[config.mk]
export PLATFORM = sky130hd
export DESIGN_NAME = rr_arb_mux
export DESIGN_NICKNAME = d
export VERILOG_FILES = /design/src/rtl/rr_arb_mux.sv
export SDC_FILE = /design/constraint.sdc
export NUM_CORES = 1
export LEC_CHECK = 0
export CORE_AREA = 5 5 130 132
export CTS_BUF_LIST = sky130_fd_sc_hd__clkbuf_16
export CTS_CLUSTER_DIAMETER = 150
export DETAILED_ROUTE_END_ITERATION = 6
export DIE_AREA = 0 0 135 137
export PLACE_DENSITY_LB_ADDON = 0.1
export SLEW_MARGIN = 40
export SYNTH_ARGS = -nofsm -noshare
export SYNTH_HDL_FRONTEND = slang
export SYNTH_SLANG_ARGS = --single-unit
[constraint.sdc]
create_clock -name clk -period 4.6 [get_ports clk]
set_clock_uncertainty 0.05 [all_clocks]
set_input_delay 1.15 -clock clk [delete_from_list [all_inputs] [get_ports clk]]
set_output_delay 1.15 -clock clk [all_outputs]
set_load 0.03 [all_outputs]
[src/rtl/rr_arb_mux.sv]
// rr_arb_mux: N-channel mux with fixed-select or round-robin grant into a single registered output stage
//   clk, rst        : clock, synchronous active-high reset
//   In, InValid     : flattened channel data (channel i at [i*WIDTH +: WIDTH]) and per-channel valid
//   InReady         : one-hot (or zero) combinational ready to the granted channel
//   Mode, Sel       : 0 = take channel Sel, 1 = round-robin after last granted channel
//   Out, OutSel     : registered data and source channel index
//   OutValid, OutReady : output handshake
module rr_arb_mux #(
  parameter int WIDTH = 32,
  parameter int N = 8,
  parameter int SELW = $clog2(N)
) (
  input  logic                 clk,
  input  logic                 rst,
  input  logic [N*WIDTH-1:0]   In,
  input  logic [N-1:0]         InValid,
  output logic [N-1:0]         InReady,
  input  logic                 Mode,
  input  logic [SELW-1:0]      Sel,
  output logic [WIDTH-1:0]     Out,
  output logic [SELW-1:0]      OutSel,
  output logic                 OutValid,
  input  logic                 OutReady
);
  logic [WIDTH-1:0] out_q;
  logic [SELW-1:0]  out_sel_q, ptr_q, gnt_idx, rr_idx;
  logic             out_valid_q, ld, gnt_v, rr_v, fix_v;
  assign ld = !out_valid_q || OutReady;
  // Sel may encode indices past N-1 when N is not a power of two; those never grant.
  assign fix_v = (int'(Sel) < N) && InValid[Sel];
  // Search ptr+1 .. ptr+N modulo N so the last-granted channel is considered last.
  always_comb begin
    rr_v = 1'b0;
    rr_idx = '0;
    for (int i = 1; i <= N; i++) begin
      int k;
      k = int'(ptr_q) + i;
      k = (k >= N) ? k - N : k;
      if (!rr_v && InValid[k]) begin
        rr_v = 1'b1;
        rr_idx = SELW'(k);
      end
    end
  end
  assign gnt_v = Mode ? rr_v : fix_v;
  assign gnt_idx = Mode ? rr_idx : Sel;
  always_comb begin
    InReady = '0;
    if (!rst && ld && gnt_v) InReady[gnt_idx] = 1'b1;
  end
  always_ff @(posedge clk) begin
    if (rst) begin
      out_q <= '0;
      out_sel_q <= '0;
      out_valid_q <= 1'b0;
      ptr_q <= SELW'(N - 1);
    end else if (ld) begin
      out_valid_q <= gnt_v;
      if (gnt_v) begin
        out_q <= In[gnt_idx*WIDTH +: WIDTH];
        out_sel_q <= gnt_idx;
        ptr_q <= gnt_idx;
      end
    end
  end
  assign Out = out_q;
  assign OutSel = out_sel_q;
  assign OutValid = out_valid_q;
endmodule

Yosys cells after proc, flatten, opt, wreduce, memory -nomap -nowiden
Cells that the tools add are included.
{"block": "totals", "regBits": 39, "output_inout_bits": 44, "wordCells": 116}
{"block": "classes", "mux": 55, "n_reduce_logical": 21, "n_addsub": 16, "shifts": 1, "magnitude_cmp": 19}
{"operator": "32-bit by 5-bit < comparator with 1-bit output, second input constant", "n": 8}
{"operator": "32-bit two-way mux", "n": 8}
{"operator": "256-bit by 9-bit variable part select with 32-bit output", "n": 1}
{"operator": "4-bit by 4-bit subtractor with 5-bit output, second input constant", "n": 7}
{"operator": "4-bit >= comparator, second input constant", "n": 7}
{"operator": "1-bit binary-select mux with 3-bit select", "n": 9}
{"operator": "1-bit two-way mux", "n": 27}
{"operator": "3-bit two-way mux", "n": 9}
{"operator": "3-bit by 3-bit adder with 4-bit output, second input constant", "n": 4}
{"operator": "1-bit logical AND", "n": 10}
{"operator": "1-bit logical NOT", "n": 9}
{"operator": "3-bit by 2-bit adder with 4-bit output, second input constant", "n": 2}
{"operator": "3-bit by 4-bit < comparator with 1-bit output, second input constant", "n": 2}
{"operator": "8-bit two-way mux", "n": 1}
{"operator": "5-bit by 4-bit subtractor with 6-bit output, second input constant", "n": 1}
{"operator": "3-bit by 4-bit adder with 5-bit output, second input constant", "n": 1}
{"operator": "5-bit by 4-bit >= comparator with 1-bit output, second input constant", "n": 1}
{"operator": "3-bit by 1-bit adder with 4-bit output, second input constant", "n": 1}
{"operator": "1-bit demux with 3-bit select", "n": 1}
{"operator": "3-bit by 1-bit >= comparator with 1-bit output, second input constant", "n": 1}
{"operator": "2-bit AND reduction", "n": 1}
{"operator": "1-bit logical OR", "n": 1}

Depth between registers and ports, before layout
Gate-level depths: netlist (run 1).
{"block": "logic_depth", "ltp_word": 34, "mapped_depth": 18}

Least setup slack after synthesis (run 1)
Ideal clock, no wire load.
{"block": "synth_path", "path_type": "register to output", "from": "register ptr_q[1]", "to": "output port InReady[2]", "path_buffers": 6, "t_arrival_ns": 3.856, "path_stages_with_launch": 18, "path_slack_ns": -0.456, "cell_sequence": "dfxtp_1 -> buf_6 -> buf_2 -> inv_1 -> ha_1 -> buf_6 -> buf_12 -> mux2i_1 -> mux4_2 -> o32ai_1 -> mux2i_1 -> o21ai_2 -> a221oi_2 -> a311oi_4 -> buf_6 -> buf_2 -> nand3_1 -> nor2_1"}
{"block": "synth_between", "elab_chain_cells": 34}
{"element": "start, declared", "line": "26", "text": "logic [SELW-1:0] out_sel_q, ptr_q, gnt_idx, rr_idx;"}
{"element": "start signal, assigned", "line": "56", "text": "ptr_q <= SELW'(N - 1);"}
{"element": "start signal, assigned", "line": "62", "text": "ptr_q <= gnt_idx;"}
{"element": "3-bit by 1-bit adder with 4-bit output", "line": "37", "text": "k = int'(ptr_q) + i;"}
{"element": "4-bit by 4-bit subtractor with 5-bit output or 4-bit >= comparator (tied branches)", "line": "38", "text": "k = (k >= N) ? k - N : k;"}
{"element": "32-bit two-way mux", "line": "38"}
{"element": "1-bit binary-select mux with 3-bit select", "line": "39", "text": "if (!rr_v && InValid[k]) begin"}
{"element": "1-bit two-way mux (implied by the code) (2 in series)", "line": "39"}
{"element": "1-bit two-way mux", "line": "39"}
{"element": "1-bit logical NOT", "line": "39"}
{"element": "1-bit logical AND", "line": "39"}
{"element": "[17 not listed]"}
{"element": "1-bit logical AND", "line": "39"}
{"element": "3-bit two-way mux", "line": "39"}
{"element": "3-bit two-way mux", "line": "46", "text": "assign gnt_idx = Mode ? rr_idx : Sel;"}
{"element": "3-bit by 4-bit < comparator with 1-bit output (implied by the code) or 3-bit by 1-bit >= comparator with 1-bit output (tied branches)", "line": "49", "text": "if (!rst && ld && gnt_v) InReady[gnt_idx] = 1'b1;"}
{"element": "1-bit logical AND (implied by the code)", "line": "49"}
{"element": "1-bit two-way mux (implied by the code)", "line": "49"}
{"element": "1-bit demux with 3-bit select", "line": "49"}
{"element": "8-bit two-way mux *", "line": "49"}
{"element": "end, declared", "line": "17", "text": "output logic [N-1:0] InReady,"}
Every way passes the cells marked *; elsewhere a longest branch is shown, timed or not. The select of a mux whose other input is x is not followed.

Worst setup path after layout (run 1)
{"block": "layout_path", "from": "input port InValid[1]", "to": "output port InReady[3]"}
{"block": "layout_between", "elab_chain_cells": 31}
{"element": "start, declared", "line": "16", "text": "input logic [N-1:0] InValid,"}
{"element": "1-bit binary-select mux with 3-bit select", "line": "39"}
{"element": "1-bit two-way mux (implied by the code) (2 in series)", "line": "39"}
{"element": "1-bit two-way mux", "line": "39"}
{"element": "1-bit logical NOT", "line": "39"}
{"element": "1-bit logical AND", "line": "39"}
{"element": "1-bit two-way mux", "line": "39"}
{"element": "1-bit logical NOT", "line": "39"}
{"element": "1-bit logical AND", "line": "39"}
{"element": "[14 not listed]"}
{"element": "1-bit logical AND", "line": "39"}
{"element": "3-bit two-way mux", "line": "39"}
{"element": "3-bit two-way mux", "line": "46"}
{"element": "3-bit by 4-bit < comparator with 1-bit output (implied by the code) or 3-bit by 1-bit >= comparator with 1-bit output (tied branches)", "line": "49"}
{"element": "1-bit logical AND (implied by the code)", "line": "49"}
{"element": "1-bit two-way mux (implied by the code)", "line": "49"}
{"element": "1-bit demux with 3-bit select", "line": "49"}
{"element": "8-bit two-way mux *", "line": "49"}
Marks and branches as above.

==> summary.txt, run 1 <==
Setup path
  • Worst EP required: 3.40 ns
  • Critical path arrival: 3.60 ns
  • Crit start category: primary input
  • Crit path kind: primary input to output port
  • CP endpoint kind: output port
  • CP max FO: 6
  • Worst r2r path cells: 16
  • Crit Reg-Reg Startpoint: ptr_q[0]
  • Setup crit start: InValid[1]

Clock network
  • CTS tree: built
  • Reg clk slew, reported paths: 0.06 ns
  • Hold Buf Count CTS: 0
  • # H-tree levels: 2
  • Clock sink count: 39
  • Root Buffer: clkbuf_16
  • CTS max path bufs: 2
  • CTS Buf Count: 5
  • Clk_lat worst skew: 0.28 ns

Floorplanning
  • Std cell rows: 46
  • I/O pin total: 315
  • Full die area: 0.0185 mm2
  • Initial Utilization: 0.340
  • Die X: 135 um
  • CORE AREA: 0.0156 mm2
  • Die height: 137 um

STA
  • Hold WS: 0.427 ns
  • Final Hold Fails: 0
  • Worst Tran Pin Value: 0.762 ns
  • Max-slew headroom: 0.492
  • Final worst slack: -0.201 ns
  • Final period util: 1.04
  • Final Setup Violations: 8
  • Max Slew Vio Count: 0
  • Minimum clock period: 4.80 ns
  • Unrepaired setup endpoints after global routing: yes
  • Fmax: 208 MHz

Yosys
  • Ranking of synthesized cells by area: mux2i_1, dfxtp_1, mux4_2
  • Syn_nets: 827
  • Syn Area/Cell: 9.56 um2
  • Cell area after synthesis: 0.00530 mm2
  • Cells after Synth: 554
  • Distinct cells, synth: 71
  • Top-area cell type share of the netlist area: 0.336
  • Part of the Yosys area used for sequential elements: 0.147
  • Main synth FF type: dfxtp_1
  • YS warnings: 0
  • Register bit count reported by yosys: 39
  • Synth cell count leaders: mux2i_1, nor2_1, dfxtp_1
  • Share of synthesized registers carrying an async set or reset: 0
  • Post-synth top area cell: mux2i_1
  • Post-synth EDFFs: 0
  • Most frequent cell after synthesis: mux2i_1

Outcome
  • Outcome: finished, violations left
  • Failing checks: setup timing

Place
  • Placer congestion estimate: 0.867
  • Post-detail-place hpwl: 17700 um
  • Area after DPL: 0.00893 mm2
  • # port buffers: 314
  • Worst slack at placement: -0.768 ns

Drt
  • Post-DRT Antenna Nets: 0
  • WL final: 21800 um
  • 1st-iter DRT viols: 291
  • Wire length on met1: 8040 um
  • Vias/cell: 5.16
  • Max layer used: met4
  • Drt pass-1 iters: 4
  • Drt wl/cell: 19.5 um
  • Met2 Wirelength: 11700 um
  • Met3 Wirelength: 1660 um
  • # DRC: 0
  • DR vias: 5753

Layout
  • Layout Nets: 1170
  • Final instance area: 0.00942 mm2
  • Area delta synth->final: 77.8%
  • Finished Core Util: 0.604
  • Share of cells above drive strength 1: 0.206

Global route
  • Vias in the first global route: 6136
  • Largest net degree at the start of global routing: 51
  • Global-route wire length before repair: 32500 um
  • Total track usage: 0.222
  • Initial antenna violation count: 1
  • Overflow after GRT: 0

Worst hold path
  • Worst min-delay path startpoint: OutSel[0]
  • Hold path depth: 2
  • Worst Hold Class: register to register

Pwr
  • Peak VDD IR: 246 uV
  • Pwr Total: 3670 uW
  • Pleak: 0.00396 uW
  • PwrDens: 390 mW/mm2

Run
  • Max-Cap Viols: 0
==> critical path, stage by stage <==
cell and delay (ns):
buf_8 0.10, buf_6 0.10, mux4_2 0.50, mux2i_4 0.21, nand3_4 0.14, buf_4 0.16, o41ai_2 0.34, buf_4 0.19
nor2b_4 0.04, and2_1 0.15, and2_1 0.16, and3_2 0.21, buf_6 0.14
==> timing repair <==
| item | CTS | global route |
|---|---|---|
| pin swaps | 18 | 11 |
| endpoints found under the setup margin | 38 | 14 |
| buffers inserted | 5 | 8 |
| resized for setup | 93 | 7 |
==> metrics by stage <==
| step | instances | TNS [ns] |
|---|---|---|
| after global placement | 1094 | -17.35 |
| after floorplan | 554 | -0.549 |
| after detailed placement | 1094 | -21.27 |
| after CTS | 1107 | -1.06 |
| final | 1115 | -1.43 |
| after global routing | 1115 | -2.53 |
==> flip-flops by register name, indices dropped and copies added (netlist names) <==
| register | count |
|---|---|
| OutSel | 3 |
| ptr_q | 3 |
| OutValid | 1 |
| Out | 32 |
==> final cells by class <==
class	count	area, um2
diodes	1	2.50
clock buffers	5	125
clock inverters	3	38.8
fillers	1345	6180
inverters	10	40.0
multi-input cells	446	4280
flip-flops and latches	39	783
well taps	216	270
repair buffers	395	3880
==> cells by family after synthesis <==
kind of cell | share of synthesized area
compound gates | 0.184
xor+xnor | 0.00638
fa+ha+maj | 0.00472
buf+inv | 0.0905
flops | 0.147
mux | 0.451
simple gates | 0.116
==> placed cells by master, fill, tap and decap left out, types with 6 or more instances in the layout <==
master           instances
clkdlybuf4s50_1        298
mux2i_1                172
buf_4                   68
nor2_1                  54
dfxtp_1                 37
o221a_1                 30
buf_6                   22
mux4_2                  20
nand2_1                 15
o211ai_1                10
o21ai_1                  9
o221ai_1                 8
a21oi_1                  8
and3_1                   8
a21boi_0                 8
inv_1                    7
o21ai_0                  6
mux2i_4                  6
nor2_4                   6
buf_12                   6
==> power by group <==
| group | switching [uW] | total [uW] | internal (uW) |
|---|---|---|---|
| clock network | 155 | 409 | 254 |
| logic | 1380 | 2790 | 1410 |
| registers | 47.7 | 473 | 426 |
| total | 1580 | 3670 | 2090 |
==> final timing paths <==
kind | to | slack, ns
setup / recovery | InReady[3] | -0.20
hold / removal | OutSel[0] | 0.43
setup reg to reg | Out[26] | 0.14
hold reg to reg | OutSel[0] | 0.43
==> per-layer routing <==
| layer | track usage | up-vias |
|---|---|---|
| li1 | - | 2818 |
| met1 | 0.253 | 2699 |
| met2 | 0.414 | 220 |
| met3 | 0.0585 | 16 |
| met4 | 0.0476 | 0 |
| met5 | 0 | - |
(Power assumes the default switching activity.)
==> inputs of run 2 (changes only) <==
- CORE_AREA: 5 5 130 132 -> 5 5 118 120
- CTS_CLUSTER_DIAMETER: 150 -> 60
- DIE_AREA: 0 0 135 137 -> 0 0 123 125
- DONT_BUFFER_PORTS: not set -> 1
==> summary.txt, run 2 (synthesized netlist as in run 1, its figures left out) <==
Outcome
  • Outcome: complete, no violations (was finished, violations left)

STA
  • Worst Tran Pin Value: 0.683 ns (was 0.762 ns)
  • Unrepaired setup endpoints after global routing: yes (unchanged)
  • Hold WS: 0.575 ns (was 0.427 ns)
  • Minimum clock period: 4.56 ns (was 4.80 ns)
  • Final Setup Violations: 0 (was 8)
  • Fmax: 219 MHz (was 208 MHz)
  • Final period util: 0.991 (was 1.04)
  • Final Hold Fails: 0 (unchanged)
  • Max Slew Vio Count: 0 (unchanged)
  • Max-slew headroom: 0.544 (was 0.492)

Drt
  • Drt pass-1 iters: 4 (unchanged)
  • Post-DRT Antenna Nets: 0 (unchanged)
  • WL final: 17600 um (was 21800 um)
  • DR vias: 4487 (was 5753)
  • Drt wl/cell: 24.1 um (was 19.5 um)
  • 1st-iter DRT viols: 185 (was 291)
  • Vias/cell: 6.16 (was 5.16)
  • # DRC: 0 (unchanged)

Floorplanning
  • CORE AREA: 0.0129 mm2 (was 0.0156 mm2)
  • Die height: 125 um (was 137 um)
  • Full die area: 0.0154 mm2 (was 0.0185 mm2)
  • Std cell rows: 42 (was 46)
  • I/O pin total: 315 (unchanged)
  • Die X: 123 um (was 135 um)
  • Initial Utilization: 0.411 (was 0.340)

Pwr
  • Switching power: 1450 uW (was 1580 uW)
  • Clock share of power: 0.115 (was 0.111)
  • Logic gate share of total power: 0.665 (was 0.760)
  • Pleak: 0.00252 uW (was 0.00396 uW)
  • PwrDens: 522 mW/mm2 (was 390 mW/mm2)
  • Sw frac: 0.474 (was 0.431)
  • Flop pwr share: 0.220 (was 0.129)
  • Internal power: 1610 uW (was 2090 uW)
  • Peak VDD IR: 223 uV (was 246 uV)

Setup path
  • CP max FO: 11 (was 6)
  • Crit Reg-Reg Startpoint: ptr_q[1] (was ptr_q[0])
  • Critical path arrival: 3.36 ns (was 3.60 ns)
  • Setup crit start: InValid[5] (was InValid[1])
  • Flop-to-flop setup slack: 0.33 ns (was 0.14 ns)
  • Worst r2r path cells: 14 (was 16)
  • Crit start category: primary input (unchanged)
  • FF-to-FF End: Out[19] (was Out[26])
  • CP endpoint kind: output port (unchanged)
  • Crit path kind: primary input to output port (unchanged)
  • Worst EP required: 3.40 ns (about the same)
  • CP endpoint: InReady[7] (was InReady[3])

Layout
  • N_diodes: 0 (was 1)
  • Number of flip-flops in the largest register: 32 (unchanged)
  • Layout Nets: 824 (was 1170)
  • Share of cells above drive strength 1: 0.241 (was 0.206)
  • Fill count: 1250 (was 1345)
  • Most frequent cells in the layout: mux2i_1, nor2_1, buf_4, dfxtp_1, o221a_1 (was clkdlybuf4s50_1, mux2i_1, buf_4, nor2_1, dfxtp_1)
  • Finished Core Util: 0.455 (was 0.604)
  • Commonest non-fill, non-tap cell in the layout: mux2i_1 (was clkdlybuf4s50_1)
  • Area delta synth->final: 10.5% (was 77.8%)

Place
  • # port buffers: 0 (was 314)
  • Placer congestion estimate: 0.870 (was 0.867)
  • Post-detail-place hpwl: 13900 um (was 17700 um)

Worst hold path
  • Hold path depth: 2 (unchanged)
  • Worst Hold Class: register to register (unchanged)

Global route
  • Total track usage: 0.216 (was 0.222)
  • Overflow after GRT: 0 (unchanged)
  • Global-route wire length before repair: 26200 um (was 32500 um)
  • Vias in the first global route: 4711 (was 6136)
  • Largest net degree at the start of global routing: 55 (was 51)
  • Initial antenna violation count: 0 (was 1)

Clock network
  • CTS tree: built (unchanged)
  • # H-tree levels: 2 (unchanged)
  • Clk_lat worst skew: 0.28 ns (about the same)
  • CTS max path bufs: 2 (unchanged)
  • Hold Buf Count CTS: 0 (unchanged)
  • Root Buffer: clkbuf_16 (unchanged)
  • CTS Buf Count: 5 (unchanged)
  • Clock sink count: 39 (unchanged)
  • Reg clk slew, reported paths: 0.06 ns (about the same)

Run
  • Max-Cap Viols: 0 (unchanged)
## run 2: cell count changes in the layout (fill, tap and decap cells not counted), moves of 5 or more
cell	delta
buf_4	-22
buf_6	-20
buf_12	-5
clkdlybuf4s50_1	-298
## run 2: power groups by stage
stage	combinational [uW]	sequential, uW	clock, uW
2_1_floorplan	1690	636	0
3_3_place_gp	1900	683	0
3_5_place_dp	1920	682	0
4_1_cts	1980	676	359
5_1_grt	2200	680	375
6_report	2030	673	350
## run 2: metal layers
metal | up-vias | share of wire | global-route usage
met4 | 0 | 0.022 | 0.0632
met2 | 187 | 0.52 | 0.379
li1 | 2138 | - | -
met5 | - | 0 | 0
met1 | 2139 | 0.38 | 0.256
met3 | 23 | 0.074 | 0.0610
## run 2: how the worst min path moves through the flow
stage | slack [ns] | start | endpoint
2_1_floorplan | 0.55 | OutSel[0] | OutSel[0]
3_3_place_gp | 0.55 | ptr_q[1] | ptr_q[1]
3_5_place_dp | 0.56 | ptr_q[1] | ptr_q[1]
4_1_cts | 0.58 | OutSel[0] | OutSel[0]
5_1_grt | 0.59 | OutSel[0] | OutSel[0]
6_report | 0.57 | OutSel[0] | OutSel[0]
## run 2: area by class of cell
class,instances,area (um2),share of cell area
clock inverter,3,16.3,0.00278
multi-input combinational,446,4280,0.730
tap,176,220,0.0376
timing repair buffer,49,388,0.0663
sequential,39,787,0.134
inverter,10,42.5,0.00727
clock buffer,5,125,0.0214
## run 2: timing repair
| item | CTS | global route |
|---|---|---|
| endpoints found under the setup margin | 8 | 8 |
| setup buffers | 1 | 5 |
| resized for setup | 19 | 11 |
| cloned | 0 | 0 |
| pin swaps | 11 | 8 |
## run 2: worst max-delay path: stages
cell and delay (ns):
mux4_2 0.44, mux2i_1 0.22, buf_4 0.18, nand3_2 0.12
buf_4 0.16, o41ai_1 0.31, buf_4 0.19, nor2b_4 0.04
and2_1 0.17, and2_1 0.17, and3_4 0.22
## run 2: per-stage QoR
step / area [um2] / total power (uW) / worst slack (ns) / cells / setup TNS, ns
6_report: 5850 / 3060 / 0.0402 / 728 / 0
5_1_grt: 5850 / 3250 / -0.0755 / 728 / -0.268
4_1_cts: 5750 / 3020 / 0.0153 / 723 / 0
3_5_place_dp: 5510 / 2600 / -0.0572 / 714 / -0.221
3_3_place_gp: 5510 / 2590 / -0.0594 / 714 / -0.146
2_1_floorplan: 5470 / 2320 / -0.117 / 554 / -0.549
